[src/rtl/bt_pkg.sv]
// Shared definitions for the Bluetooth power-up command path.
// No logic; constants and types only.
// Used by the command FIFO and the authorization block.
package bt_pkg;

  localparam logic [7:0] CMD_G = 8'h67;
  localparam logic [7:0] CMD_S = 8'h73;

  typedef enum logic {IDLE, WAIT_LO} ingress_state_t;

  // True for the two bytes the authorization block acts on
  function automatic logic is_cmd(input logic [7:0] b);
    return (b == CMD_G) || (b == CMD_S);
  endfunction

endpackage

[src/rtl/bt_cmd_fifo_if.sv]
// Byte handshake bundle: UART receiver side, consumer side, and status.
// Combinational wiring only, no latency.
// Both handshakes are rdy/data with a one-cycle clear pulse from the reader.
interface bt_cmd_fifo_if;

  logic       uart_rdy;
  logic [7:0] uart_data;
  logic       uart_clr_rdy;
  logic       rx_rdy;
  logic [7:0] rx_data;
  logic       clr_rx_rdy;
  logic       flush;
  logic       ovfl;
  logic [7:0] drop_cnt;

  // Drives the UART byte stream and consumes the queued bytes
  modport master (
    output uart_rdy, uart_data, clr_rx_rdy, flush,
    input  uart_clr_rdy, rx_rdy, rx_data, ovfl, drop_cnt
  );

  // The command FIFO itself
  modport slave (
    input  uart_rdy, uart_data, clr_rx_rdy, flush,
    output uart_clr_rdy, rx_rdy, rx_data, ovfl, drop_cnt
  );

endinterface

[src/rtl/bt_fifo_core.sv]
// Circular buffer with push/pop/flush and full/empty status.
// Push visible at dout/empty right after the push edge.
// Push while full only succeeds with a same-cycle pop; pop while empty is ignored.
module bt_fifo_core #(
  parameter int DEPTH = 4,
  parameter int W     = 8
) (
  input  logic         clk,
  input  logic         rst,
  input  logic         push,
  input  logic         pop,
  input  logic         flush,
  input  logic [W-1:0] din,
  output logic [W-1:0] dout,
  output logic         full,
  output logic         empty,
  output logic         ovf
);

  localparam int AW = $clog2(DEPTH);
  localparam int CW = AW + 1;

  logic [W-1:0]  mem [DEPTH];
  logic [AW-1:0] wr_ptr;
  logic [AW-1:0] rd_ptr;
  logic [CW-1:0] count;
  logic          pop_ok;
  logic          push_ok;

  assign empty   = (count == '0);
  assign full    = (count == CW'(DEPTH));
  // An empty FIFO has nothing to pop even if a push lands this cycle
  assign pop_ok  = pop && !empty;
  // A full FIFO accepts a push only when a pop frees a slot the same cycle
  assign push_ok = push && (!full || pop_ok);
  assign ovf     = push && !push_ok;
  assign dout    = mem[rd_ptr];

  // Storage, pointers and occupancy; flush overrides push and pop
  always_ff @(posedge clk or posedge rst) begin
    if (rst) begin
      for (int i = 0; i < DEPTH; i++) mem[i] <= '0;
      wr_ptr <= '0;
      rd_ptr <= '0;
      count  <= '0;
    end else if (flush) begin
      wr_ptr <= '0;
      rd_ptr <= '0;
      count  <= '0;
    end else begin
      if (push_ok) begin
        mem[wr_ptr] <= din;
        wr_ptr      <= wr_ptr + AW'(1);
      end
      if (pop_ok) rd_ptr <= rd_ptr + AW'(1);
      count <= count + CW'(push_ok) - CW'(pop_ok);
    end
  end

endmodule

[src/rtl/bt_cmd_fifo.sv]
// Command buffer between UART receiver and authorization block, with byte filter.
// Captured byte appears at rx_rdy/rx_data right after the capture edge.
// Full FIFO drops the new byte and sets sticky ovfl; the UART is always cleared.
module bt_cmd_fifo
  import bt_pkg::*;
#(
  parameter int DEPTH     = 4,
  parameter int FILTER_EN = 1
) (
  input logic            clk,
  input logic            rst,
  bt_cmd_fifo_if.slave   bus
);

  ingress_state_t state;
  ingress_state_t next_state;
  logic           capture;
  logic           keep;
  logic           push;
  logic           filtered;
  logic           ovf_evt;
  logic           empty;
  logic           full;
  logic           clr_rdy_q;
  logic           ovfl_q;
  logic [7:0]     drop_cnt_q;

  assign keep     = (FILTER_EN == 0) || is_cmd(bus.uart_data);
  assign push     = capture && keep;
  assign filtered = capture && !keep;

  // Ingress next state: one capture per rdy assertion, wait for rdy to fall
  always_comb begin
    next_state = state;
    capture    = 1'b0;
    case (state)
      IDLE: begin
        if (bus.uart_rdy) begin
          capture    = 1'b1;
          next_state = WAIT_LO;
        end
      end
      WAIT_LO: begin
        if (!bus.uart_rdy) next_state = IDLE;
      end
      default: next_state = IDLE;
    endcase
  end

  // Ingress state, UART clear pulse, sticky overflow and saturating drop count
  always_ff @(posedge clk or posedge rst) begin
    if (rst) begin
      state      <= IDLE;
      clr_rdy_q  <= 1'b0;
      ovfl_q     <= 1'b0;
      drop_cnt_q <= 8'h00;
    end else begin
      state     <= next_state;
      clr_rdy_q <= capture;
      if (bus.flush)    ovfl_q <= 1'b0;
      else if (ovf_evt) ovfl_q <= 1'b1;
      if (filtered && drop_cnt_q != 8'hFF) drop_cnt_q <= drop_cnt_q + 8'd1;
    end
  end

  bt_fifo_core #(.DEPTH(DEPTH), .W(8)) u_core (
    .clk   (clk),
    .rst   (rst),
    .push  (push),
    .pop   (bus.clr_rx_rdy),
    .flush (bus.flush),
    .din   (bus.uart_data),
    .dout  (bus.rx_data),
    .full  (full),
    .empty (empty),
    .ovf   (ovf_evt)
  );

  assign bus.rx_rdy       = !empty;
  assign bus.uart_clr_rdy = clr_rdy_q;
  assign bus.ovfl         = ovfl_q;
  assign bus.drop_cnt     = drop_cnt_q;

  logic unused_full;
  assign unused_full = full;

endmodule

[src/flat_wrapper.sv]
// flat-port wrapper written by rule: the top's interface ports become plain ports
module bt_cmd_fifo_flat import bt_pkg::*;
#(
  parameter int DEPTH     = 4,
  parameter int FILTER_EN = 1
)
  (clk, rst, bus_uart_rdy, bus_uart_data, bus_clr_rx_rdy, bus_flush, bus_uart_clr_rdy, bus_rx_rdy, bus_rx_data, bus_ovfl, bus_drop_cnt);
  bt_cmd_fifo_if bus_i ();
  input logic clk;
  input logic rst;
  input wire logic [$bits(bus_i.uart_rdy)-1:0] bus_uart_rdy;
  input wire logic [$bits(bus_i.uart_data)-1:0] bus_uart_data;
  input wire logic [$bits(bus_i.clr_rx_rdy)-1:0] bus_clr_rx_rdy;
  input wire logic [$bits(bus_i.flush)-1:0] bus_flush;
  output wire logic [$bits(bus_i.uart_clr_rdy)-1:0] bus_uart_clr_rdy;
  output wire logic [$bits(bus_i.rx_rdy)-1:0] bus_rx_rdy;
  output wire logic [$bits(bus_i.rx_data)-1:0] bus_rx_data;
  output wire logic [$bits(bus_i.ovfl)-1:0] bus_ovfl;
  output wire logic [$bits(bus_i.drop_cnt)-1:0] bus_drop_cnt;
  assign bus_i.uart_rdy = bus_uart_rdy;
  assign bus_i.uart_data = bus_uart_data;
  assign bus_i.clr_rx_rdy = bus_clr_rx_rdy;
  assign bus_i.flush = bus_flush;
  assign bus_uart_clr_rdy = bus_i.uart_clr_rdy;
  assign bus_rx_rdy = bus_i.rx_rdy;
  assign bus_rx_data = bus_i.rx_data;
  assign bus_ovfl = bus_i.ovfl;
  assign bus_drop_cnt = bus_i.drop_cnt;
  bt_cmd_fifo #(.DEPTH(DEPTH), .FILTER_EN(FILTER_EN)) u_core (.clk(clk), .rst(rst), .bus(bus_i));
endmodule
[config.mk]
export PLATFORM = sky130hd
export DESIGN_NAME = bt_cmd_fifo_flat
export DESIGN_NICKNAME = d
export VERILOG_FILES = /design/src/rtl/bt_pkg.sv /design/src/rtl/bt_cmd_fifo_if.sv /design/src/rtl/bt_fifo_core.sv /design/src/rtl/bt_cmd_fifo.sv /design/src/flat_wrapper.sv
export SDC_FILE = /design/constraint.sdc
export NUM_CORES = 1
export LEC_CHECK = 0
export CORE_MARGIN = 5
export CORE_UTILIZATION = 49
export CTS_CLUSTER_DIAMETER = 150
export DETAILED_ROUTE_END_ITERATION = 8
export GPL_TIMING_DRIVEN = 0
export PLACE_DENSITY = 0.71
export SYNTH_ARGS = -nofsm -noshare
export SYNTH_HDL_FRONTEND = slang
export SYNTH_HIERARCHICAL = 1
export SYNTH_SLANG_ARGS = --single-unit
[constraint.sdc]
create_clock -name clk -period 6.24 [get_ports clk]
set_input_delay 1.248 -clock clk [delete_from_list [all_inputs] [get_ports clk]]
set_output_delay 1.248 -clock clk [all_outputs]
set_load 0.02 [all_outputs]
==> results.md, run 1 <==
- The run finished with clean final reports.
- The core region is 4786 um2.
- The layout overhead on the synthesized area is 21.76%.
- From bottom edge to top edge, the die measures 80.87 um.
- The maximum vdd ir drop is 0.0001994 V.
- The first global-routing pass estimated 7886 um of wire.
- Data on the critical path is required at its endpoint by 6.46 ns.
- In the synthesized netlist the dominant register cell turns out to be sky130_fd_sc_hd__dfrtp_1.
- The signal on the critical path passes through clkdlybuf4s50_1 -> nand4b_4 -> nor3_4 -> and2_2 -> nor2b_1 -> inv_1 -> ha_1 -> inv_1 -> ha_1 -> inv_1 -> fa_1 -> xor2_1 -> and2_1 -> nor3_1.
- The via count normalized by instance count is 5.299.
- Yosys mapped a number of flops with a built-in enable equal to 0.
- The initialized floorplan defines 25 standard-cell rows.
- At the worst endpoint, the arrival time is 4.23 ns.
- The tightest hold path in the finished design has a slack of 0.4918 ns.
- For this run, design rule violations remaining after detail routing come to 0.
- The worst setup path is captured at a flip-flop.
- The cell occurring most often along the worst timing path is sky130_fd_sc_hd__inv_1.
- Of the available clock period, the critical path in the final layout requires 64.40%.
- Headroom to the max-slew limit came out at 48.27%.
- Clock tree synthesis inserted a total of 5 buffers.
- The leakage dissipation is 1.437 nW.
- For the worst-skew pair, the clock arrives at the later sink with an insertion delay of 0.30 ns.
- Sequential cells were found to cover 50.84% of the synthesized design area.
- The die covers 6540 um2.
- For this run, the number of Yosys warnings is 6.
- Overall power consumption after layout is estimated at 0.8678 mW.
- Setup violations remaining at the end of the flow were counted as 0.
- The number of setup buffers added after CTS is 0.
- Of all nets on the critical path, the largest fanout is 7.
- The number of cells upsized or downsized after cts is 0.
- The max-cap violation count is 0.
- The average detailed-routed wire length per instance is 16.54 um.
- The number of global-route vias before repair was 1,596.
- The number of antenna violations at the first check in global routing is 0.
- The CTS clock-pin slew for the worst setup and hold paths is 0.09 ns.
- CTS built an H-tree with a depth of 2.
- The hold violation count in the final report is 0.
- The clock root buffer is sky130_fd_sc_hd__clkbuf_8.
- The maximum clock path buffer count is 2.
- The detailed router placed 1,505 vias in this run.
- The max-slew violation count came to 0.
- Setup repair after global routing left no endpoint under its margin.
- The gate count of the mapped netlist is 176.
- Between clock sinks in the finished design, the worst skew comes to 0.008548 ns.
- The instance count along the most critical hold path is 1.
- The count of routing violations after the opening detailed-route iteration is 89.
- The flip-flop and latch count after synthesis is 50.
- The cell area power density is 289.6 nW/um2.
- Pin placement for this block handled 32 I/O pins.
- The area of all placed cells without fillers is 2997 um2.
- In this run, post-CTS hold repair placed 0 buffers.
- The placement-stage cell area is 2890 um2.
- The count of distinct cell types in the synthesized netlist is 42.
- The effective utilization at floorplan is 51.42%.
- The number of antenna diodes in the final layout is 0.
- The synthesized netlist net count is 197.
- The kind of launch point of the worst setup path is a primary input.
- The tree built by TritonCTS fans out to 50 sinks.
- Counting cells, the worst reg-to-reg path comes to 11.
- The remaining antenna violation count after routing is 0.
- The worst path in the final design needs a cycle of 4.018 ns, including I/O delays and setup.
- The number of buffers inserted by port buffering is 31.
- The tightest min-delay check is of the flip-flop to flip-flop type.
- The slew at the pin with the worst max-slew slack is 0.7718 ns.
- The CTS tree is yes.
- The critical path's slowest cell is sky130_fd_sc_hd__clkdlybuf4s50_1.
- From left edge to right edge, the die measures 80.87 um.
- After synthesis the cells add up to 2461 um2.
- Derived from the worst setup path, the maximum achievable clock frequency is 0.2489 GHz.
- The wire-length estimate of the detail-placed layout is 3542 um.
- Global routing finished with a remaining overflow of 0.
- After synthesis, the mean cell area works out to 13.98 um2.
- The setup TNS after final layout is 0 ns.
- The critical path is of the primary input to flip-flop type.
- Global routing used 15.94% of the available tracks across all layers.
- In the final layout, the share of cells above drive strength 1 is 19.35%.
- At the end of routability-driven placement, the weighted congestion stood at 0.7598.
- The total wire length is 4696 um.
- The share of flip-flops with an asynchronous set or reset after synthesis is 100.0%.
- The pin count of the biggest net entering global routing is 26.
- The number of detailed-routing iterations run before antenna repair is 4.
- The largest single stage delay on the critical path is 0.60 ns.
- At the end of the flow, the number of nets in the layout was 237.
==> final timing paths <==
| kind | startpoint | to | slack [ns] |
|---|---|---|---|
| min in group asynchronous | rst | u_core/bus.drop_cnt[4]$_DFFE_PP0P_ | 1.28 |
| worst min-delay path | u_core/u_core/mem[23]$_DFFE_PP0P_ | u_core/u_core/mem[23]$_DFFE_PP0P_ | 0.49 |
| worst max-delay path | bus_uart_data[5] | u_core/u_core/count[2]$_DFF_PP0_ | 2.22 |
| worst min register to register | u_core/u_core/mem[23]$_DFFE_PP0P_ | u_core/u_core/mem[23]$_DFFE_PP0P_ | 0.49 |
| worst max register to register | u_core/u_core/count[1]$_DFF_PP0_ | u_core/u_core/count[2]$_DFF_PP0_ | 3.71 |
| max in group asynchronous | rst | u_core/u_core/mem[8]$_DFFE_PP0P_ | 4.60 |
==> kinds of logic after synthesis <==
kind of cell,after synthesis,share of synthesized area [%]
compound gates,8,2.695
xor+xnor,8,3.152
flops,50,50.84
buf+inv,16,2.644
simple gates,43,12.81
mux,43,23.49
fa+ha+maj,8,4.372
==> cell usage in the layout, fill, tap and decap left out, drive strengths merged, types with 3 or more instances in the layout <==
| master | instances |
|---|---|
| and2 | 3 |
| buf | 6 |
| clkbuf | 9 |
| clkdlybuf4s50 | 31 |
| dfrtp | 50 |
| ha | 7 |
| inv | 10 |
| mux2 | 35 |
| mux4 | 8 |
| nand2 | 6 |
| nor2 | 9 |
| nor3 | 6 |
| nor4bb | 4 |
| xor2 | 7 |
==> critical path: cells and delay by family <==
kind                       cells  cell delay [ns]
xor gates and xnor gates       1             0.16
and+or+nand+nor                6             1.28
adders and majority gates      3             0.76
buffers and inverters          4             0.79
==> cell usage after synthesis, types with 2 or more instances <==
cell / count / area share [%]
sky130_fd_sc_hd__mux2_2: 10 / 4.6
sky130_fd_sc_hd__and2_1: 2 / 0.51
sky130_fd_sc_hd__nor4bb_1: 4 / 1.6
sky130_fd_sc_hd__xor2_1: 7 / 2.5
sky130_fd_sc_hd__ha_1: 7 / 3.6
sky130_fd_sc_hd__mux2_1: 24 / 11
sky130_fd_sc_hd__nor2b_1: 2 / 0.51
sky130_fd_sc_hd__dfrtp_1: 50 / 51
sky130_fd_sc_hd__clkbuf_1: 2 / 0.31
sky130_fd_sc_hd__buf_2: 4 / 0.81
sky130_fd_sc_hd__nand2_1: 6 / 0.92
sky130_fd_sc_hd__nor2_1: 9 / 1.4
sky130_fd_sc_hd__mux4_2: 8 / 7.3
sky130_fd_sc_hd__nor3_1: 4 / 0.81
sky130_fd_sc_hd__inv_1: 10 / 1.5
==> sequential cells by signal, indices dropped and copies added, names as in the netlist <==
signal,cells
u_core/u_core/wr_ptr,2
u_core/u_core/mem,32
u_core/u_core/rd_ptr,2
u_core/bus.drop_cnt,8
u_core/u_core/count,3
u_core/bus.ovfl,1
u_core/bus.uart_clr_rdy,1
u_core/state,1
==> through the flow <==
stage / instances / util (%) / setup WS, ns
6_report: 284 / 62.61 / 2.222
5_1_grt: 284 / 62.61 / 1.978
4_1_cts: 284 / 62.61 / 2.195
3_5_place_dp: 276 / 60.39 / 1.844
3_3_place_gp: 274 / 59.66 / 2.015
2_1_floorplan: 176 / - / 2.757
==> where the power goes <==
group          switching [mW]  leakage, nW  internal, mW
combinational           0.126        0.703         0.125
clock                  0.0994       0.0524         0.120
sequential             0.0419        0.682         0.356
==> area by class of cell <==
cell class	count	area (um2)
plain buffers	6	27.53
clock inverters	1	30.03
repair buffers	33	345.3
flip-flops and latches	50	1251
inverters	10	37.54
multi-input cells	110	1145
clock buffers	7	76.32
well taps	67	83.83
fillers	383	1789
==> per-layer routing <==
layer	global-route usage (%)	wire length, um
met1	20.84	2043
met2	27.18	2447
met3	3.880	169
met4	3.041	36
met5	0	0
Power figures use the tool's default switching activity.
==> run 2, diff against run 1 <==
Clock period 6.24 ns to 3.8 ns, I/O delays scaled along.
==> results of run 2 <==
Same layout as run 1 (identical final DEF). Status: finished, final reports clean.
Among the figures that moved: setup slack after placement 1.844 ns -> -0.1083 ns; setup slack after layout 2.222 ns -> 0.2697 ns; register-to-register setup slack 3.71 ns -> 1.27 ns; total power 0.8678 mW -> 1.425 mW; worst IR drop on VDD 0.0001994 V -> 0.0003275 V
==> run 3, diff against run 2 <==
--- a/config.mk
+++ b/config.mk
@@ -6,4 +6,5 @@
 export NUM_CORES = 1
 export LEC_CHECK = 0
+export ABC_CLOCK_PERIOD_IN_PS = 3800
 export CORE_MARGIN = 5
 export CORE_UTILIZATION = 49
@@ -12,4 +13,5 @@
 export GPL_TIMING_DRIVEN = 0
 export PLACE_DENSITY = 0.71
+export SLEW_MARGIN = 30
 export SYNTH_ARGS = -nofsm -noshare
 export SYNTH_HDL_FRONTEND = slang
==> constraint.sdc (replaced) <==
create_clock -name clk -period 3.8 [get_ports clk]
set_input_delay 0.76 -clock clk [delete_from_list [all_inputs] [get_ports clk]]
set_output_delay 0.76 -clock clk [all_outputs]
set_load 0.05 [all_outputs]
==> run 3 against run 2 <==
Compared with the run above: register-to-register slack worse by 0.02 ns; clock skew is 0.0053 ns lower; clock-buffer cell count is 1 lower; combinational power increased by 23%; critical path depth did not move; largest power group unchanged; worst hold slack is essentially flat; highest routed layer unchanged.
==> results.md, run 3 (synthesis results as in run 1) <==
- The run finished with clean final reports.
- STA puts the critical path data arrival time at 3.74 ns.
- The share of cells above drive strength 1 is 19.53%.
- Data on the critical path is required at its endpoint by 4.01 ns.
- For this design, the CTS-stage hold fixing added 0 buffers.
- Input and output buffers added on the ports amount to 31.
- After clock tree synthesis, the clock-pin slew on the worst setup and hold paths is 0.09 ns.
- The area taken by flip-flops and latches is 1251 um2.
- Subtracting the final worst setup slack from the clock period gives 3.529 ns.
- Setup repair after global routing left no endpoint under its margin.
- STA classifies the critical path startpoint as a primary input.
- The H-tree was split into 2 levels.
- The flip-flop count of the largest register after layout is 32.
- The leakage dissipation is 1.418 nW.
- The number of detailed-routing iterations run before antenna repair is 4.
- Per report_power, the clock group accounts for 23.9% of the total.
- For this block, the initial DRC count from the detailed router was 44.
- The achievable clock frequency is 0.2833 GHz.
- The worst setup path is of the primary input to flip-flop kind.
- The maximum vdd ir drop is 0.0003524 V.
- The number of inserted filler cells in the final layout is 383.
- Hold timing on the final database bottoms out at a slack of 0.4919 ns.
- The clock root buffer is sky130_fd_sc_hd__clkbuf_8.
- The slew at the pin with the worst max-slew slack is 0.8132 ns.
- The max-cap violation count is 0.
- The post-route DRC violation count is 0.
- In this run the standard cell core region covers 4786 um2.
- Entering global routing, the biggest net connects 40 pins.
- The sequential share of power is 42.9%.
- The vertical die dimension is 80.87 um.
- The cell area power density is 512.4 nW/um2.
- The latest clock arrival within the worst-skew pair is 0.29 ns.
- The final core utilization is 61.96%.
- After routing, the total negative slack on setup checks comes to 0 ns.
- Combinational cells account for 33.2% of the total power.
- The combined global-route utilization of all metal layers is 15.46%.
- For this run the aggregate overflow at the end of global routing stands at 0.
- The switching part of the total power is 35.40%.
- The worst setup path is captured at a flip-flop.
- The number of CTS-inserted buffers is 5.
- After clock tree synthesis, the repair step resized 0 gates.
- The area taken by multi-input logic gates is 1145 um2.
- The post-CTS setup buffer count is 0.
- The max-slew violation count came to 0.
- The clock passes through at most 2 buffers.
- The number of antenna violations at the first check in global routing is 0.
- The cell internal power dissipation is 0.9815 mW.
- The worst hold path belongs to the class flip-flop to flip-flop.
- Once detailed placement completed, the half-perimeter wirelength came to 3454 um.
- Traced cell by cell, the critical path runs through clkdlybuf4s50_1 -> nand4b_4 -> nor3_4 -> and2_2 -> nor2b_1 -> inv_1 -> ha_1 -> inv_1 -> ha_1 -> inv_1 -> fa_1 -> xor2_1 -> and2_1 -> nor3_1.
- After detailed routing, the total wire length is 4588 um.
- The global-route wire length before repair is 7721 um.
- Overall power consumption after layout is estimated at 1.519 mW.
- The die is 80.87 um wide.
- The net total in the final layout is 235.
- The count of vias placed by the detailed router is 1,501.
- The die covers 6540 um2.
- 0 antenna diodes ended up in the layout.
- The peak fanout along the critical path is 7.
- The number of global-route vias before repair is 1,592.
- The hold violation count in the final report is 0.
- The period utilization is 92.87%.
- The critical path's slowest cell is sky130_fd_sc_hd__clkdlybuf4s50_1.
- In this run the remaining antenna-violating nets after routing total 0.
- The layout overhead on the synthesized area is 20.49%.
- The library cell used most frequently in the layout, excluding fill and tap cells, is sky130_fd_sc_hd__dfrtp_1.
- In the final routed layout, each cell accounts on average for 16.27 um.
- The switching power of the nets is 0.5379 mW.
- The number of placement rows is 25.
- The cell occurring most often along the worst timing path is sky130_fd_sc_hd__inv_1.
- In this run the count of I/O pins placed on the die edge is 32.
- Using the TritonRoute via totals, the vias-per-cell ratio works out to 5.323.
- The CTS tree is yes.
- Counting flops per register, the top entry is u_core/u_core/mem.
- The register-to-register path setup slack is 1.25 ns.
- For this run, the slowest stage of the critical path takes 0.59 ns.
- The clock net in this run drives a total of 50 sinks.
- The clock arrives with 0.003279 ns of skew.
- The library cells used most frequently in the layout, excluding fill and tap cells, are sky130_fd_sc_hd__dfrtp_1, sky130_fd_sc_hd__clkdlybuf4s50_1, sky130_fd_sc_hd__mux2_1.
- The worst max-slew margin expressed relative to the limit is 45.71%.
- Once the floorplan was initialized, standard cells occupied 51.42% of the core.
- The final setup violation count is 0.
- The weighted congestion reported at the end of routability-driven placement is 0.7598.
## run 3: cell count changes in the layout (fill, tap and decap cells not counted)
cell,change
sky130_fd_sc_hd__buf_12,-1
sky130_fd_sc_hd__buf_8,-1
sky130_fd_sc_hd__clkinvlp_4,+1
sky130_fd_sc_hd__clkbuf_1,-1
sky130_fd_sc_hd__inv_2,+1
sky130_fd_sc_hd__inv_1,-1
## run 3: area by class of cell
type | count | area share [%]
plain buffers | 6 | 0.9283
repair buffers | 31 | 10.46
flip-flops and latches | 50 | 42.19
multi-input cells | 110 | 38.61
clock inverters | 2 | 1.266
well taps | 67 | 2.827
clock buffers | 6 | 2.447
inverters | 10 | 1.266
## run 3: per-layer routing
metal  track usage, %  wire length, um
met1            19.80             1968
met2            26.68             2422
met4            3.547               38
met5                0                0
met3            3.548              159
## run 3: path summary, 6_finish.rpt
path / depth (start not counted) / from / to
hold reg to reg: 1 / u_core/u_core/mem[23]$_DFFE_PP0P_ / u_core/u_core/mem[23]$_DFFE_PP0P_
hold / removal: 1 / u_core/u_core/mem[23]$_DFFE_PP0P_ / u_core/u_core/mem[23]$_DFFE_PP0P_
setup reg to reg: 11 / u_core/u_core/count[1]$_DFF_PP0_ / u_core/u_core/count[2]$_DFF_PP0_
min in group asynchronous: 2 / rst / u_core/bus.drop_cnt[4]$_DFFE_PP0P_
setup / recovery: 14 / bus_uart_data[1] / u_core/u_core/count[2]$_DFF_PP0_
max in group asynchronous: 2 / rst / u_core/u_core/wr_ptr[0]$_DFFE_PP0P_
## run 3: power groups by stage
| stage | clock network [mW] | logic [mW] | registers (mW) |
|---|---|---|---|
| after floorplan | 0 | 0.254 | 0.757 |
| after global placement | 0 | 0.496 | 0.658 |
| after detailed placement | 0 | 0.513 | 0.663 |
| after CTS | 0.375 | 0.513 | 0.653 |
| after global routing | 0.391 | 0.546 | 0.665 |
| final | 0.363 | 0.504 | 0.652 |
## run 3: stage by stage
stage	worst slack [ns]	instances	area, um2
global placement	0.06272	274	2855
finish	0.2708	282	2965
detailed placement	-0.08887	274	2855
CTS	0.2513	282	2965
floorplan	0.8046	176	2461
global route	0.02852	282	2965
## run 3: worst max-delay path, delay by kind of cell
family                   cells  cell delay (ns)
XOR/XNOR                     1             0.16
AND/OR/NAND/NOR              6             1.28
buffers and inverters        4             0.77
adder cells (fa/ha/maj)      3             0.76
